**src/rtl/systolic_mac_pe_pkg.sv**
```systemverilog
// Shared types and helpers for the systolic MAC processing element.
// Latency: none (types, constants and combinational functions only).
// Backpressure: n/a; psum_hs_t bundles one valid/ready pair of the drain chain.
package systolic_mac_pe_pkg;

  // Internal arithmetic width. Accumulator sums are formed exactly here and
  // then range-checked against the ACC_W limits, so ACC_W may be up to 62.
  localparam int CALC_W = 64;

  typedef logic signed [CALC_W-1:0] calc_t;

  // Result of a limited add: the (possibly clamped) sum and an overflow bit.
  typedef struct packed {
    calc_t sum;
    logic  ovf;
  } add_res_t;

  // One valid/ready handshake of the partial-sum drain chain.
  typedef struct packed {
    logic valid;
    logic ready;
  } psum_hs_t;

  // Largest value representable in an acc_w-bit accumulator.
  function automatic calc_t acc_max(input int acc_w, input bit is_signed);
    calc_t one;
    one = calc_t'(1);
    if (is_signed) return (one <<< (acc_w - 1)) - one;
    return (one <<< acc_w) - one;
  endfunction

  // Smallest value representable in an acc_w-bit accumulator.
  function automatic calc_t acc_min(input int acc_w, input bit is_signed);
    calc_t one;
    one = calc_t'(1);
    if (is_signed) return -(one <<< (acc_w - 1));
    return '0;
  endfunction

  // Adds two values already extended from acc_w bits. Because the sum is
  // exact in CALC_W bits, leaving the acc_w range is the same condition as a
  // sign-rule overflow (signed) or a carry-out (unsigned). When not
  // saturating, the caller truncates the sum to acc_w bits, which wraps.
  function automatic add_res_t sat_add(input calc_t a, input calc_t b,
                                       input int acc_w, input bit is_signed,
                                       input bit saturate);
    add_res_t r;
    calc_t    s;
    calc_t    hi;
    calc_t    lo;
    s     = a + b;
    hi    = acc_max(acc_w, is_signed);
    lo    = acc_min(acc_w, is_signed);
    r.ovf = (s > hi) || (s < lo);
    r.sum = s;
    if (saturate) begin
      if (s > hi)      r.sum = hi;
      else if (s < lo) r.sum = lo;
    end
    return r;
  endfunction

endpackage

```
**src/rtl/systolic_mac_pe_drain_stage.sv**
```systemverilog
// One-entry valid/ready output register; a local result beats upstream data.
// Latency: 1 cycle from accepted local/upstream value to out_valid.
// Backpressure: holds out_data while !out_ready; stalls both sources when full.
module pe_drain_stage #(
  parameter int W = 32
) (
  input  logic         clk,
  input  logic         rst,
  input  logic         loc_valid,
  input  logic [W-1:0] loc_data,
  output logic         loc_take,
  input  logic         up_valid,
  input  logic [W-1:0] up_data,
  output logic         up_ready,
  output logic [W-1:0] out_data,
  output logic         out_valid,
  input  logic         out_ready
);

  logic load_ok;

  // The register can accept a new value when empty or being emptied now.
  assign load_ok  = !out_valid || out_ready;
  assign loc_take = load_ok && loc_valid;
  assign up_ready = load_ok && !loc_valid;

  // Load local first, then upstream; otherwise drop valid once consumed.
  always_ff @(posedge clk or negedge rst) begin
    if (!rst) begin
      out_data  <= '0;
      out_valid <= 1'b0;
    end else if (loc_take) begin
      out_data  <= loc_data;
      out_valid <= 1'b1;
    end else if (up_ready && up_valid) begin
      out_data  <= up_data;
      out_valid <= 1'b1;
    end else if (out_ready) begin
      out_valid <= 1'b0;
    end
  end

endmodule

```
**src/rtl/systolic_mac_pe.sv**
```systemverilog
// Systolic MAC cell: multiply-accumulate tagged runs, forward operands, drain results.
// Latency: operands forwarded in 1 cycle; result on psum_out 2 cycles after last beat.
// Backpressure: in_ready drops while a finished result waits for the drain stage.
module systolic_mac_pe
  import systolic_mac_pe_pkg::*;
#(
  parameter int DATA_W   = 8,
  parameter int ACC_W    = 32,
  parameter int SIGNED   = 1,
  parameter int SATURATE = 1
) (
  input  logic              clk,
  input  logic              rst,
  input  logic              in_valid,
  output logic              in_ready,
  input  logic              in_last,
  input  logic [DATA_W-1:0] x_in,
  input  logic [DATA_W-1:0] w_in,
  output logic [DATA_W-1:0] x_out,
  output logic [DATA_W-1:0] w_out,
  output logic              fwd_valid,
  output logic              fwd_last,
  input  logic [ACC_W-1:0]  psum_in,
  input  logic              psum_in_valid,
  output logic              psum_in_ready,
  output logic [ACC_W-1:0]  psum_out,
  output logic              psum_out_valid,
  input  logic              psum_out_ready,
  output logic              ovf
);

  logic                       accept;
  logic                       first;
  logic [ACC_W-1:0]           acc;
  logic [ACC_W-1:0]           acc_base;
  logic [ACC_W-1:0]           acc_next;
  logic [ACC_W-1:0]           res_dat;
  logic                       res_full;
  logic                       res_take;
  logic                       up_ready;
  logic signed [DATA_W:0]     x_e;
  logic signed [DATA_W:0]     w_e;
  logic signed [2*DATA_W+1:0] prod_full;
  calc_t                      prod_c;
  calc_t                      acc_c;
  add_res_t                   add_r;
  psum_hs_t                   up_hs;
  psum_hs_t                   dn_hs;

  assign in_ready = !res_full;
  assign accept   = in_valid && in_ready;

  // Extend operands by one bit so a single signed multiplier serves both
  // modes; the product is exact, then widened and added with range checking.
  always_comb begin
    x_e       = (SIGNED != 0) ? $signed({x_in[DATA_W-1], x_in}) : $signed({1'b0, x_in});
    w_e       = (SIGNED != 0) ? $signed({w_in[DATA_W-1], w_in}) : $signed({1'b0, w_in});
    prod_full = x_e * w_e;
    prod_c    = calc_t'(prod_full);
    acc_base  = first ? '0 : acc;
    acc_c     = (SIGNED != 0) ? calc_t'($signed(acc_base)) : calc_t'(acc_base);
    add_r     = sat_add(acc_c, prod_c, ACC_W, SIGNED != 0, SATURATE != 0);
    acc_next  = ACC_W'(add_r.sum);
  end

  // Forward accepted operands to the east/south neighbours one cycle later.
  always_ff @(posedge clk or negedge rst) begin
    if (!rst) begin
      x_out     <= '0;
      w_out     <= '0;
      fwd_valid <= 1'b0;
      fwd_last  <= 1'b0;
    end else begin
      fwd_valid <= accept;
      fwd_last  <= accept && in_last;
      if (accept) begin
        x_out <= x_in;
        w_out <= w_in;
      end
    end
  end

  // Accumulate across a run; the first beat restarts the sum and ovf.
  always_ff @(posedge clk or negedge rst) begin
    if (!rst) begin
      acc   <= '0;
      first <= 1'b1;
      ovf   <= 1'b0;
    end else if (accept) begin
      acc   <= acc_next;
      first <= in_last;
      ovf   <= add_r.ovf || (!first && ovf);
    end
  end

  // Park the finished dot product until the drain stage takes it.
  always_ff @(posedge clk or negedge rst) begin
    if (!rst) begin
      res_dat  <= '0;
      res_full <= 1'b0;
    end else if (accept && in_last) begin
      res_dat  <= acc_next;
      res_full <= 1'b1;
    end else if (res_take) begin
      res_full <= 1'b0;
    end
  end

  assign up_hs         = '{valid: psum_in_valid, ready: up_ready};
  assign dn_hs         = '{valid: psum_out_valid, ready: psum_out_ready};
  assign psum_in_ready = up_hs.ready;

  pe_drain_stage #(
    .W(ACC_W)
  ) u_drain (
    .clk       (clk),
    .rst       (rst),
    .loc_valid (res_full),
    .loc_data  (res_dat),
    .loc_take  (res_take),
    .up_valid  (up_hs.valid),
    .up_data   (psum_in),
    .up_ready  (up_ready),
    .out_data  (psum_out),
    .out_valid (psum_out_valid),
    .out_ready (dn_hs.ready)
  );

endmodule

```
**config.mk**
```make
export PLATFORM = sky130hd
export DESIGN_NAME = systolic_mac_pe
export DESIGN_NICKNAME = d
export VERILOG_FILES = /design/src/rtl/systolic_mac_pe_pkg.sv /design/src/rtl/systolic_mac_pe_drain_stage.sv /design/src/rtl/systolic_mac_pe.sv
export SDC_FILE = /design/constraint.sdc
export NUM_CORES = 1
export LEC_CHECK = 0
export ABC_AREA = 1
export ABC_CLOCK_PERIOD_IN_PS = 12550
export BUFFER_PORTS_ARGS = -buffer_cell sky130_fd_sc_hd__buf_2
export CORE_MARGIN = 2
export CORE_UTILIZATION = 55
export DETAILED_ROUTE_END_ITERATION = 10
export PLACE_DENSITY = 0.77
export SETUP_SLACK_MARGIN = 0.02
export SYNTH_ARGS = -nofsm -noshare
export SYNTH_HDL_FRONTEND = slang
export SYNTH_SLANG_ARGS = --single-unit
```
**constraint.sdc**
```tcl
create_clock -name clk -period 12.55 [get_ports clk]
set_clock_uncertainty 0.05 [all_clocks]
set_input_delay 0 -clock clk [delete_from_list [all_inputs] [get_ports clk]]
set_output_delay 0 -clock clk [all_outputs]
set_load 0.05 [all_outputs]
```
# Word level (Yosys, flattened, before mapping)
# Index checks and enable logic that the tools add are counted.
# totals
out_inout_bits,54
ff_bits,118
input_bits,54
wordCells,40
# op_classes
magnitude_cmp,2
add_sub_neg,1
reduce_logical,15
muxes,10
multipliers,1
# op_table
cell,n
two-way mux 32 bit,5
adder 32 x 16 -> 33 bit,1
"> comparator 33 x 32 -> 1 bit, second input constant",1
"less-than comparator 33 x 32 -> 1 bit, second input constant",1
multiplier 8 x 8 -> 16 bit,1
logical AND 1 bit,6
two-way mux 1 bit,5
nonzero test 2 bit,2
logical NOT 1 bit,3
logical OR 1 bit,3
nonzero test 3 bit,1

# Longest topological paths before layout
# Gate-level depths: netlist of run 1.
# depth
ltp_word,6
mapped_depth,29
ltp_nobuf,26

# By module
# From an unflattened synthesis of run 1, not the netlist that was laid out.
# hier_totals
hier_cells,1522
area_unflattened_um2,11563.6
# modules_own_cells
module,cells_each,instances,area_per_inst_um2,seq_area_each_um2
systolic_mac_pe,1242,1,9755.6,2128.3
pe_drain_stage,280,1,1808.0,825.8

# Least setup slack after synthesis of run 1
# OpenSTA, ideal clock, no wires.
# synth_timing
path_type,input-to-reg
start,input port w_in[0]
end,register acc[16]
arrival_time_ps,5245
setup_time_ps,117
n_path_buf,3
required_ps,12383
setup_slack_ps,7138
path_stages,25
cell_sequence,clkbuf_1 nand2_1 inv_1 fa_1 fa_1 fa_1 fa_1 ha_1 ha_1 nand2_2 inv_1 nand2_1 nand2_1 nand2_1 nand2_1 a21oi_2 nand3_1 nand2_2 nand2_2 buf_6 buf_6 nand2_2 nand2_1 nand2_1 nand2_1
# synth_via
elab_chain_cells,5
word_cells_on_any_way,6
cone_classes,add/sub (1); mul (1); order compare (2); mux (2)
# synth_rtl
element,line,text
start: declaration,systolic_mac_pe.sv:18,"input logic [DATA_W-1:0] w_in,"
multiplier 8 x 8 -> 16 bit (*),systolic_mac_pe.sv:58,prod_full = x_e * w_e;
adder 32 x 16 -> 33 bit (*),systolic_mac_pe_pkg.sv:51,s = a + b;
less-than comparator 33 x 32 -> 1 bit,systolic_mac_pe_pkg.sv:58,else if (s < lo) r.sum = lo;
two-way mux 32 bit,systolic_mac_pe_pkg.sv:58,
two-way mux 32 bit (*),systolic_mac_pe_pkg.sv:57,if (s > hi) r.sum = hi;
end signal: assignment,systolic_mac_pe.sv:90,acc <= acc_next;
end: declaration,systolic_mac_pe.sv:34,logic [ACC_W-1:0] acc;
# Mark *: on every way between the ends. The rest lies on a longest branch, timed or not.
# A chain may end at the register's enable or synchronous reset.

# Worst setup path in the final report of run 1
# layout_timing
start,input port w_in[2]
end,register acc[5]
# Same word-level chain as after synthesis.

==> results.toml, run 1 <==
[route]
vias = 9832
firstDrtPassIters = 5
drt_wl_total_um = 30550
vias_per_cell = 5.252
drt_iter0_drc = 785
drc_errors = 0
wire_per_inst_um = 16.32
antenna_left = 0

[logic_synthesis]
ys_types = 31
ys_ff_latch = 118
yosysSeqAreaShare_pct = 26.07
synthArstFlopShare_pct = 100.0
syn_inst = 1459
synth_simple_gate_area_share_pct = 24.92
synth_edf_count = 0
synth_fa_ha_area_share_pct = 32.68
synth_top_family_by_area = "adder cells"
yosys_warnings = 0
synth_compound_area_share_pct = 4.880
synth_xor_area_share_pct = 1.623
syn-num-nets = 1725
syn_area_um2 = 11330
synthMuxAreaShare_pct = 0
avgSynthCellArea_um2 = 7.768
synth-main-ff-cell = "dfrtp_1"

[sta]
tns_ns = 0
worst_pin_slew_ns = 1.250
layout_min_cycle_time_ns = 6.784
finalSetupViolCount = 0
final_hold_viol_count = 0
fmax_ghz = 0.1474
finalCritPeriodShare_pct = 54.06
drv_slew = 0
slew_headroom_pct = 16.61
rsz0062_at_grt = "false"

[worst_setup_path]
cp_slowest_stage_delay_ns = 0.89
crit_top_cell = "nand2_1"
required_ns = 12.79
end_kind = "flop"
arrival_ns = 7.02
cp_max_fo = 32
crit_type = "primary input to flop"
crit_path_top_delay_cell = "nand2_1"
cpLargestDelayFamily = "adder cells"
crit_path_start_kind = "primary input"
path_buf_inv = 3
crit_chain = "dlygate4sd3_1 > buf_2 > nand2_1 > fa_1 > fa_1 > inv_1 > fa_1 > fa_1 > ha_1 > ha_1 > a21oi_1 > nand2_1 > nand2_1 > nand2_1 > a21oi_1 > nand2_1 > nand2_1 > nand2_1 > nand2_1 > nand2_1 > nand3_1 > nand2_1"

[die]
start_util_pct = 56.01
dieArea_um2 = 21770
die_y_um = 147.6
die_w_um = 147.6
rows = 52
placeableCoreArea_um2 = 20230
ioPinCount = 108

[global_route]
grt_antenna_before_repair = 0
grt_max_degree = 82
grt_pass1_wl_um = 50690
grt_usage_pct = 29.34
first_global_vias = 10170
globalRouteOverflowTotal = 0

[clock_tree]
cts_buffers = 17
cts_root_buffer = "clkbuf_16"
ctsResizeCount = 0
cts_buffer_depth = 2
cts_hold_buf = 50
htreeDepth = 4
cts_setup_buffers = 0
cts.sink_count = 118
cts_tree = "built"
clk_transition_reported_paths_ns = 0.06
clkLatencyLatePin_ns = 0.41

[status]
status = "finished, final reports clean"

[cells_and_area]
register_area_um2 = 2954
multi_input_area_um2 = 7271
fillers = 1691
final_core_util_pct = 64.79
area_growth_pct = 15.68
antenna_cells = 0
drive_gt1_share_pct = 10.86
fin_nets = 1855

[placed_design]
io_buffers = 107
gp_congestion = 0.9177
dpl.hpwl_um = 22260

[run]
drv_cap = 0

[min_path]
hp-class = "primary input to async pin"
-- cells in the final DEF, fill, tap and decap left out, drive strengths merged --
cell         instances
nor3b                1
xnor2                4
dlygate4sd3         50
dfrtp              117
clkbuf              18
nand2              545
xor2                17
buf                114
ha                  72
nand4               13
fa                 140
nand3b               2
nor3                 4
a21oi               24
nand3               37
inv                237
o21bai               3
a21boi               1
nor2               109
o21ai               79
clkinv              12
bufinv               1
clkinvlp             1
dfstp                1
-- Yosys cell counts (2+ instances only) --
| cell | count | area [µm²] |
|---|---|---|
| inv_1 | 231 | 867.1 |
| nand3b_1 | 2 | 15.01 |
| nand2_1 | 529 | 1986 |
| clkinv_1 | 3 | 11.26 |
| buf_2 | 9 | 45.04 |
| a21oi_2 | 2 | 17.52 |
| o21ai_0 | 78 | 390.4 |
| ha_1 | 72 | 900.9 |
| a21oi_1 | 22 | 110.1 |
| fa_1 | 140 | 2803 |
| xor2_1 | 17 | 148.9 |
| nand3_1 | 36 | 180.2 |
| clkbuf_1 | 40 | 150.1 |
| buf_1 | 2 | 7.510 |
| inv_2 | 3 | 11.26 |
| nand2_2 | 16 | 100.1 |
| nand4_1 | 13 | 81.33 |
| nor2_1 | 107 | 401.6 |
| xnor2_1 | 4 | 35.03 |
| buf_6 | 2 | 22.52 |
| dfrtp_1 | 117 | 2928 |
| nor3_1 | 3 | 15.01 |
| o21bai_1 | 3 | 22.52 |
-- cell type report --
class                   count  share of cell area, %
multi-input cells        1051                  55.46
well taps                 270                  2.577
flip-flops and latches    118                  22.53
clock inverters            14                 0.9735
inverters                 237                  6.786
repair buffers            164                  8.322
clock buffers              18                  3.350
-- state kept, by name, summed over array words and instances, names as in the netlist --
register and flops:
acc 32, fwd_last 1, fwd_valid 1, x_out 8, u_drain.out_valid 1, w_out 8
u_drain.out_data 32, ovf 1, first 1, res_full 1, res_dat 32
-- stage by stage --
stage               area (µm²)  hold slack (ns)  worst slack, ns  std cells
detailed placement       12040         -0.04138            5.932       1790
global placement         12040         -0.05170            6.034       1790
floorplan                11330          -0.3456            7.138       1459
finish                   13110          0.06294            5.766       1872
global route             13110          0.07396            5.271       1872
CTS                      13110          0.03820            5.812       1872
-- final timing paths --
| path | slack, ns | from | endpoint | cells after the start |
|---|---|---|---|---|
| worst max-delay path | 5.77 | w_in[2] | acc[5] | 22 |
| worst min-delay path | 0.06 | rst | ovf | 2 |
| worst max register to register | 5.87 | first | acc[5] | 24 |
| worst min register to register | 0.42 | w_out[5] | w_out[5] | 2 |
| max in group asynchronous | 10.99 | rst | acc[21] | 3 |
| min in group clk | 0.07 | psum_in_valid | u_drain.out_valid | 4 |
-- per-layer routing --
metal | vias up | share of wire (%) | GRT usage (%)
met5 | - | 0 | 0
met4 | 0 | 1.6 | 6.971
met3 | 40 | 6.6 | 4.877
met2 | 370 | 47 | 47.77
met1 | 4790 | 44 | 41.64
li1 | 4632 | - | -
-- logic make-up (layout without fill, tap and decap cells) --
logic type / Yosys count / in the layout
adders and majority gates: 212 / 212
AOI/OAI and AO/OA: 107 / 107
xor gates and xnor gates: 21 / 21
DFF: 118 / 118
and+or+nand+nor: 711 / 711
buffers and inverters: 290 / 433
Power of run 1 is left out: the tool's default activity adds up to more than one toggle a clock period on the data nets, which glitch-free logic cannot reach.
==> inputs of run 2 (changes only) <==
--- a/config.mk
+++ b/config.mk
@@ -5,13 +5,13 @@
 export SDC_FILE = /design/constraint.sdc
 export NUM_CORES = 1
 export LEC_CHECK = 0
-export ABC_AREA = 1
-export ABC_CLOCK_PERIOD_IN_PS = 12550
+export ABC_AREA = 0
+export ABC_CLOCK_PERIOD_IN_PS = 5600
 export BUFFER_PORTS_ARGS = -buffer_cell sky130_fd_sc_hd__buf_2
 export CORE_MARGIN = 2
 export CORE_UTILIZATION = 55
 export DETAILED_ROUTE_END_ITERATION = 10
-export PLACE_DENSITY = 0.77
+export PLACE_DENSITY = 0.8
 export SETUP_SLACK_MARGIN = 0.02
 export SYNTH_ARGS = -nofsm -noshare
 export SYNTH_HDL_FRONTEND = slang
==> constraint.sdc (replaced) <==
create_clock -name clk -period 5.6 [get_ports clk]
set_clock_uncertainty 0.05 [all_clocks]
set_input_delay 0 -clock clk [delete_from_list [all_inputs] [get_ports clk]]
set_output_delay 0 -clock clk [all_outputs]
set_load 0.05 [all_outputs]
==> results.toml, run 2 <==
[cells_and_area]
area_growth_pct = 32.13
finalNonFillerCells = 1553
final_area_um2 = 14000
drive_gt1_share_pct = 28.77
fillers = 1119
register_area_um2 = 2954
layout_common_cells = "nand2_1, fa_1, dfrtp_1"
antenna_cells = 0
multi_input_area_um2 = 7920
reg_top3 = "acc (32), res_dat (32), u_drain.out_data (32)"
fin_nets = 1546
layout.cells.most_common = "nand2_1"

[sta]
worst_pin_slew_ns = 1.233
finalCritPeriodShare_pct = 101.5
drv_slew = 0
fmax_ghz = 0.1759
slew_headroom_pct = 17.59
final_hold_viol_count = 0
fin_ws_ns = -0.08640
layout_min_cycle_time_ns = 5.686
rsz0062_at_grt = "true"
finalSetupViolCount = 31

[route]
vias_per_cell = 6.197
firstDrtPassIters = 5
drc_errors = 0
drt_iter0_drc = 898
antenna_left = 0
vias = 9624
wire_per_inst_um = 21.95
drt_wl_total_um = 34100

[die]
ioPinCount = 108
placeableCoreArea_um2 = 18830
die_y_um = 142.8
die_w_um = 142.8
rows = 50
dieArea_um2 = 20390
start_util_pct = 56.27

[worst_setup_path]
timing.rr.end = "acc[11]"
cp_max_fo = 12
cp_slowest_stage_delay_ns = 0.58
crit_path_top_delay_cell = "dfstp_2"
crit_type = "flop to flop"
required_ns = 5.88
crit-reg2reg-launch = "first"
critPathCapture = "acc[11]"
regToRegSetupSlack_ns = -0.09
arrival_ns = 5.96
crit_chain = "buf_12 > buf_6 > buf_12 > nor2b_1 > fa_2 > fa_1 > fa_1 > fa_1 > ha_1 > ha_4 > a21oi_2 > o21ai_1 > a221oi_2 > o21ai_2 > a21oi_2 > xor2_2 > buf_6 > buf_6 > maj3_2 > a21oi_2"
cp-startpoint = "first"
crit_path_start_kind = "flop"
end_kind = "flop"
worstRegToRegCells = 20

[run]
drv_cap = 0

[clock_tree]
htreeDepth = 4
cts_buffers = 17
clk_transition_reported_paths_ns = 0.05
clkLatencyLatePin_ns = 0.42
cts.sink_count = 118
cts_buffer_depth = 2
cts_tree = "built"
cts_root_buffer = "clkbuf_16"

[placed_design]
gp_congestion = 0.9530
place_inst = 1460
dpl.hpwl_um = 20590
io_buffers = 107
place_area_um2 = 11840

[logic_synthesis]
syn_area_um2 = 10600
synth_fa_ha_area_share_pct = 35.48
ys_ff_latch = 118
avgSynthCellArea_um2 = 9.866
synthArstFlopShare_pct = 100.0
synth.area.top_cells = "dfrtp_1, fa_1, ha_1"
syn-num-nets = 1340
synth_edf_count = 0
synth_xor_area_share_pct = 2.893
ys_types = 61
synth_simple_gate_area_share_pct = 13.14
yosysSeqAreaShare_pct = 27.88
synth_top_cell_by_area = "dfrtp_1"
synth_compound_area_share_pct = 15.03
synthMuxAreaShare_pct = 0
syn_inst = 1074
synth_top_family_by_area = "adder cells"
synth_top_area_share_pct = 27.63
synth-main-ff-cell = "dfrtp_1"
yosys_warnings = 0
yosysMostFrequentCell = "fa_1"
synthTopCellsByCount = "fa_1, nand2_1, dfrtp_1, inv_1, a21oi_1"

[status]
violations = "negative setup slack"
status = "complete, but fails checks"

[global_route]
grt_antenna_before_repair = 0
grt_pass1_wl_um = 48920
grt_usage_pct = 31.03
first_global_vias = 9684
grt_max_degree = 68
globalRouteOverflowTotal = 0

[min_path]
hp-class = "primary input to flop"
run 2: changes by cell type in the layout (fill, tap and decap cells not counted), sizes merged, moves of 32 or more:
cell / delta
o21ai: -42
o22ai: +63
and2: +32
nor2: -52
inv: -146
buf: +79
nand2: -407
a21oi: +69
run 2: critical path, delay by kind of cell, from the launching register on:
| family | cells | cell delay (ns) |
|---|---|---|
| adders and majority gates | 7 | 2.96 |
| AOI/OAI and AO/OA | 6 | 1.18 |
| buffers and inverters | 5 | 0.64 |
| DFF | 1 | 0.58 |
| xor gates and xnor gates | 1 | 0.09 |
| and+or+nand+nor | 1 | 0.08 |
run 2: metrics by stage:
step / hold WS (ns) / setup TNS (ns) / util, % / setup WS (ns)
floorplan: -0.3456 / 0 / - / 0.03592
global placement: 0.03173 / -4.762 / 62.87 / -0.1821
detailed placement: 0.03625 / -8.427 / 62.87 / -0.3398
CTS: 0.004968 / 0 / 69.72 / 0.01377
global route: 0.06725 / -5.853 / 74.35 / -0.1724
finish: 0.03798 / -0.8702 / 74.35 / -0.08640
run 2: worst min-delay path by stage:
stage                                endpoint     from  slack (ns)  cells after the start
after detailed placement  u_drain.out_data[2]      rst        0.04                      1
after CTS                               first  in_last       0.005                      4
after global routing                    first  in_last        0.07                      4
after floorplan                        acc[0]      rst       -0.35                      0
final                                   first  in_last        0.04                      4
after global placement    u_drain.out_data[3]      rst        0.03                      1
run 2: layout make-up:
| type | instances | area share (%) |
|---|---|---|
| Multi-Input combinational cell | 806 | 56.57 |
| Sequential cell | 118 | 21.10 |
| Timing Repair Buffer | 242 | 12.90 |
| Clock buffer | 23 | 3.271 |
| Inverter | 95 | 2.574 |
| Tap cell | 260 | 2.324 |
| Clock inverter | 9 | 1.260 |
run 2: logic make-up (layout without fill, tap and decap cells):
group | Yosys count | after routing
adder cells (fa/ha/maj) | 217 | 217
buffers and inverters | 150 | 369
flip-flops | 118 | 118
XOR/XNOR | 32 | 32
AO/OA/AOI/OAI | 256 | 256
AND/OR/NAND/NOR | 301 | 301
run 2: metal layers:
metal	track usage [%]	vias up	share of wire, %
met4	14.70	0	6.3
met3	5.466	209	6.4
met2	53.44	636	52
li1	-	4013	-
met5	0	-	0
met1	38.11	4766	36
run 2: what timing repair did:
action                                  4_1_cts  5_1_grt
pin swaps                                    14      113
hold buffers                                 49        1
hold endpoints to repair                     99        1
buffers inserted                              5        8
endpoints found under the setup margin       62       64
gates resized for setup                      33      152
Power of run 2 is left out for the same reason.
==> inputs of run 3 (changes only) <==
--- a/config.mk
+++ b/config.mk
@@ -8,8 +8,10 @@
 export ABC_AREA = 0
 export ABC_CLOCK_PERIOD_IN_PS = 5600
 export BUFFER_PORTS_ARGS = -buffer_cell sky130_fd_sc_hd__buf_2
+export CELL_PAD_IN_SITES_DETAIL_PLACEMENT = 0
+export CELL_PAD_IN_SITES_GLOBAL_PLACEMENT = 2
 export CORE_MARGIN = 2
-export CORE_UTILIZATION = 55
+export CORE_UTILIZATION = 35
 export DETAILED_ROUTE_END_ITERATION = 10
 export PLACE_DENSITY = 0.8
 export SETUP_SLACK_MARGIN = 0.02
==> results.toml, run 3 (same netlist as run 2, synthesis figures left out) <==
[worst_setup_path]
required_ns = 5.88
timing.rr.end = "res_dat[21]"
cp_slowest_stage_delay_ns = 0.59
end_kind = "flop"
arrival_ns = 5.81
crit_type = "flop to flop"
crit-reg2reg-launch = "first"
cp_max_fo = 7
worstRegToRegCells = 21
crit_path_top_delay_cell = "dfstp_2"
crit_top_cell = "fa_1"
crit_path_start_kind = "flop"
crit_chain = "buf_6 > clkbuf_16 > nor2b_1 > fa_1 > inv_1 > fa_1 > fa_1 > inv_1 > fa_1 > ha_1 > ha_1 > nand2_1 > nor3_2 > buf_4 > o2111ai_2 > nand3_2 > xnor2_4 > buf_6 > buf_12 > maj3_2 > a21oi_2"
regToRegSetupSlack_ns = 0.07

[die]
rows = 63
die_y_um = 178
start_util_pct = 35.66
dieArea_um2 = 31680
die_w_um = 178
placeableCoreArea_um2 = 29720
ioPinCount = 108

[cells_and_area]
layout_common_cells = "nand2_1, fa_1, buf_4"
fillers = 2732
antenna_cells = 0
final_area_um2 = 14650
fin_nets = 1600
area_growth_pct = 38.27
drive_gt1_share_pct = 32.07
reg_top3 = "acc (32), res_dat (32), u_drain.out_data (32)"

[placed_design]
place_area_um2 = 12350
gp_congestion = 0.8741
io_buffers = 107
dpl.hpwl_um = 22710

[clock_tree]
clk_transition_reported_paths_ns = 0.06
cts_root_buffer = "clkbuf_16"
htreeDepth = 4
cts_tree = "built"
cts_buffer_depth = 2
clkLatencyLatePin_ns = 0.42
cts_buffers = 17
cts.sink_count = 118

[sta]
worst_pin_slew_ns = 1.203
layout_min_cycle_time_ns = 5.531
slew_headroom_pct = 19.63
drv_slew = 0
final_hold_viol_count = 0
finalCritPeriodShare_pct = 98.76
fmax_ghz = 0.1808
rsz0062_at_grt = "true"
finalSetupViolCount = 0

[route]
vias_per_cell = 4.968
antenna_left = 0
vias = 8630
wire_per_inst_um = 17.26
drt_wl_total_um = 29980
drc_errors = 0
drt_iter0_drc = 381
firstDrtPassIters = 4

[global_route]
grt_usage_pct = 19.34
globalRouteOverflowTotal = 0
grt_pass1_wl_um = 48180
grt_max_degree = 74
first_global_vias = 9104
grt_antenna_before_repair = 0

[run]
drv_cap = 0

[min_path]
hold_end = "u_drain.out_data[30]"
hold_path_startpoint = "psum_out_ready"
hp-class = "primary input to flop"
min_path_cells = 6

[status]
status = "finished, final reports clean"
## run 3: cell types whose count changed in the layout (fill, tap and decap cells not counted), moves of 4 or more
| cell | delta |
|---|---|
| a21oi_1 | -13 |
| buf_4 | +55 |
| inv_6 | +4 |
| clkbuf_4 | +4 |
| clkbuf_16 | +4 |
| a21oi_2 | +15 |
| clkbuf_1 | -5 |
| nor2b_2 | -6 |
| buf_12 | +4 |
| nor2b_1 | +5 |
| buf_6 | -10 |
## run 3: layer usage
| metal | up-vias | track usage, % | wire length (µm) |
|---|---|---|---|
| met5 | - | 0 | 0 |
| met4 | 0 | 3.791 | 451 |
| met3 | 23 | 1.812 | 521 |
| met2 | 112 | 34.25 | 15520 |
| met1 | 4367 | 25.86 | 13490 |
| li1 | 4128 | - | - |
## run 3: area by class of cell
cell class | instances | area, µm² | share of cell area, %
multi-input combinational | 806 | 7924 | 54.08
sequential | 118 | 2954 | 20.16
timing repair buffer | 296 | 2307 | 15.75
tap | 390 | 488.0 | 3.330
clock buffer | 17 | 425.4 | 2.903
inverter | 95 | 360.3 | 2.459
clock inverter | 15 | 192.7 | 1.315
## run 3: worst max-delay path, delay by kind of cell, from the launching register on
| kind | cells | cell delay (ns) |
|---|---|---|
| xor gates and xnor gates | 1 | 0.11 |
| and+or+nand+nor | 4 | 0.48 |
| DFF | 1 | 0.59 |
| AOI/OAI and AO/OA | 2 | 0.27 |
| buffers and inverters | 7 | 0.86 |
| adders and majority gates | 7 | 3.08 |
## run 3: worst max-delay path by stage
stage | slack, ns | to | start
6_report | 0.07 | res_dat[21] | first
5_1_grt | -0.07 | res_dat[15] | first
4_1_cts | 0.008 | acc[6] | first
3_5_place_dp | -0.34 | acc[6] | first
3_3_place_gp | -0.28 | acc[28] | first
2_1_floorplan | 0.04 | acc[22] | x_in[7]
## run 3: through the flow
step	instances	TNS [ns]	setup slack, ns	utilization [%]	hold WS (ns)
2_1_floorplan	1074	0	0.03592	-	-0.3456
3_3_place_gp	1633	-6.050	-0.2811	41.56	0.01752
3_5_place_dp	1633	-9.430	-0.3352	41.56	0.02007
4_1_cts	1722	0	0.007989	46.11	0.02525
5_1_grt	1737	-1.503	-0.06972	49.30	0.1067
6_report	1737	0	0.06933	49.30	0.03131
## run 3: repair_timing
action	CTS	global route
buffers inserted	9	12
hold buffers	48	0
gates resized for setup	46	133
pin swaps	29	110
setup endpoints to repair	63	63
hold endpoints to repair	92	0
cloned	0	4
Power of run 3 is left out for the same reason.
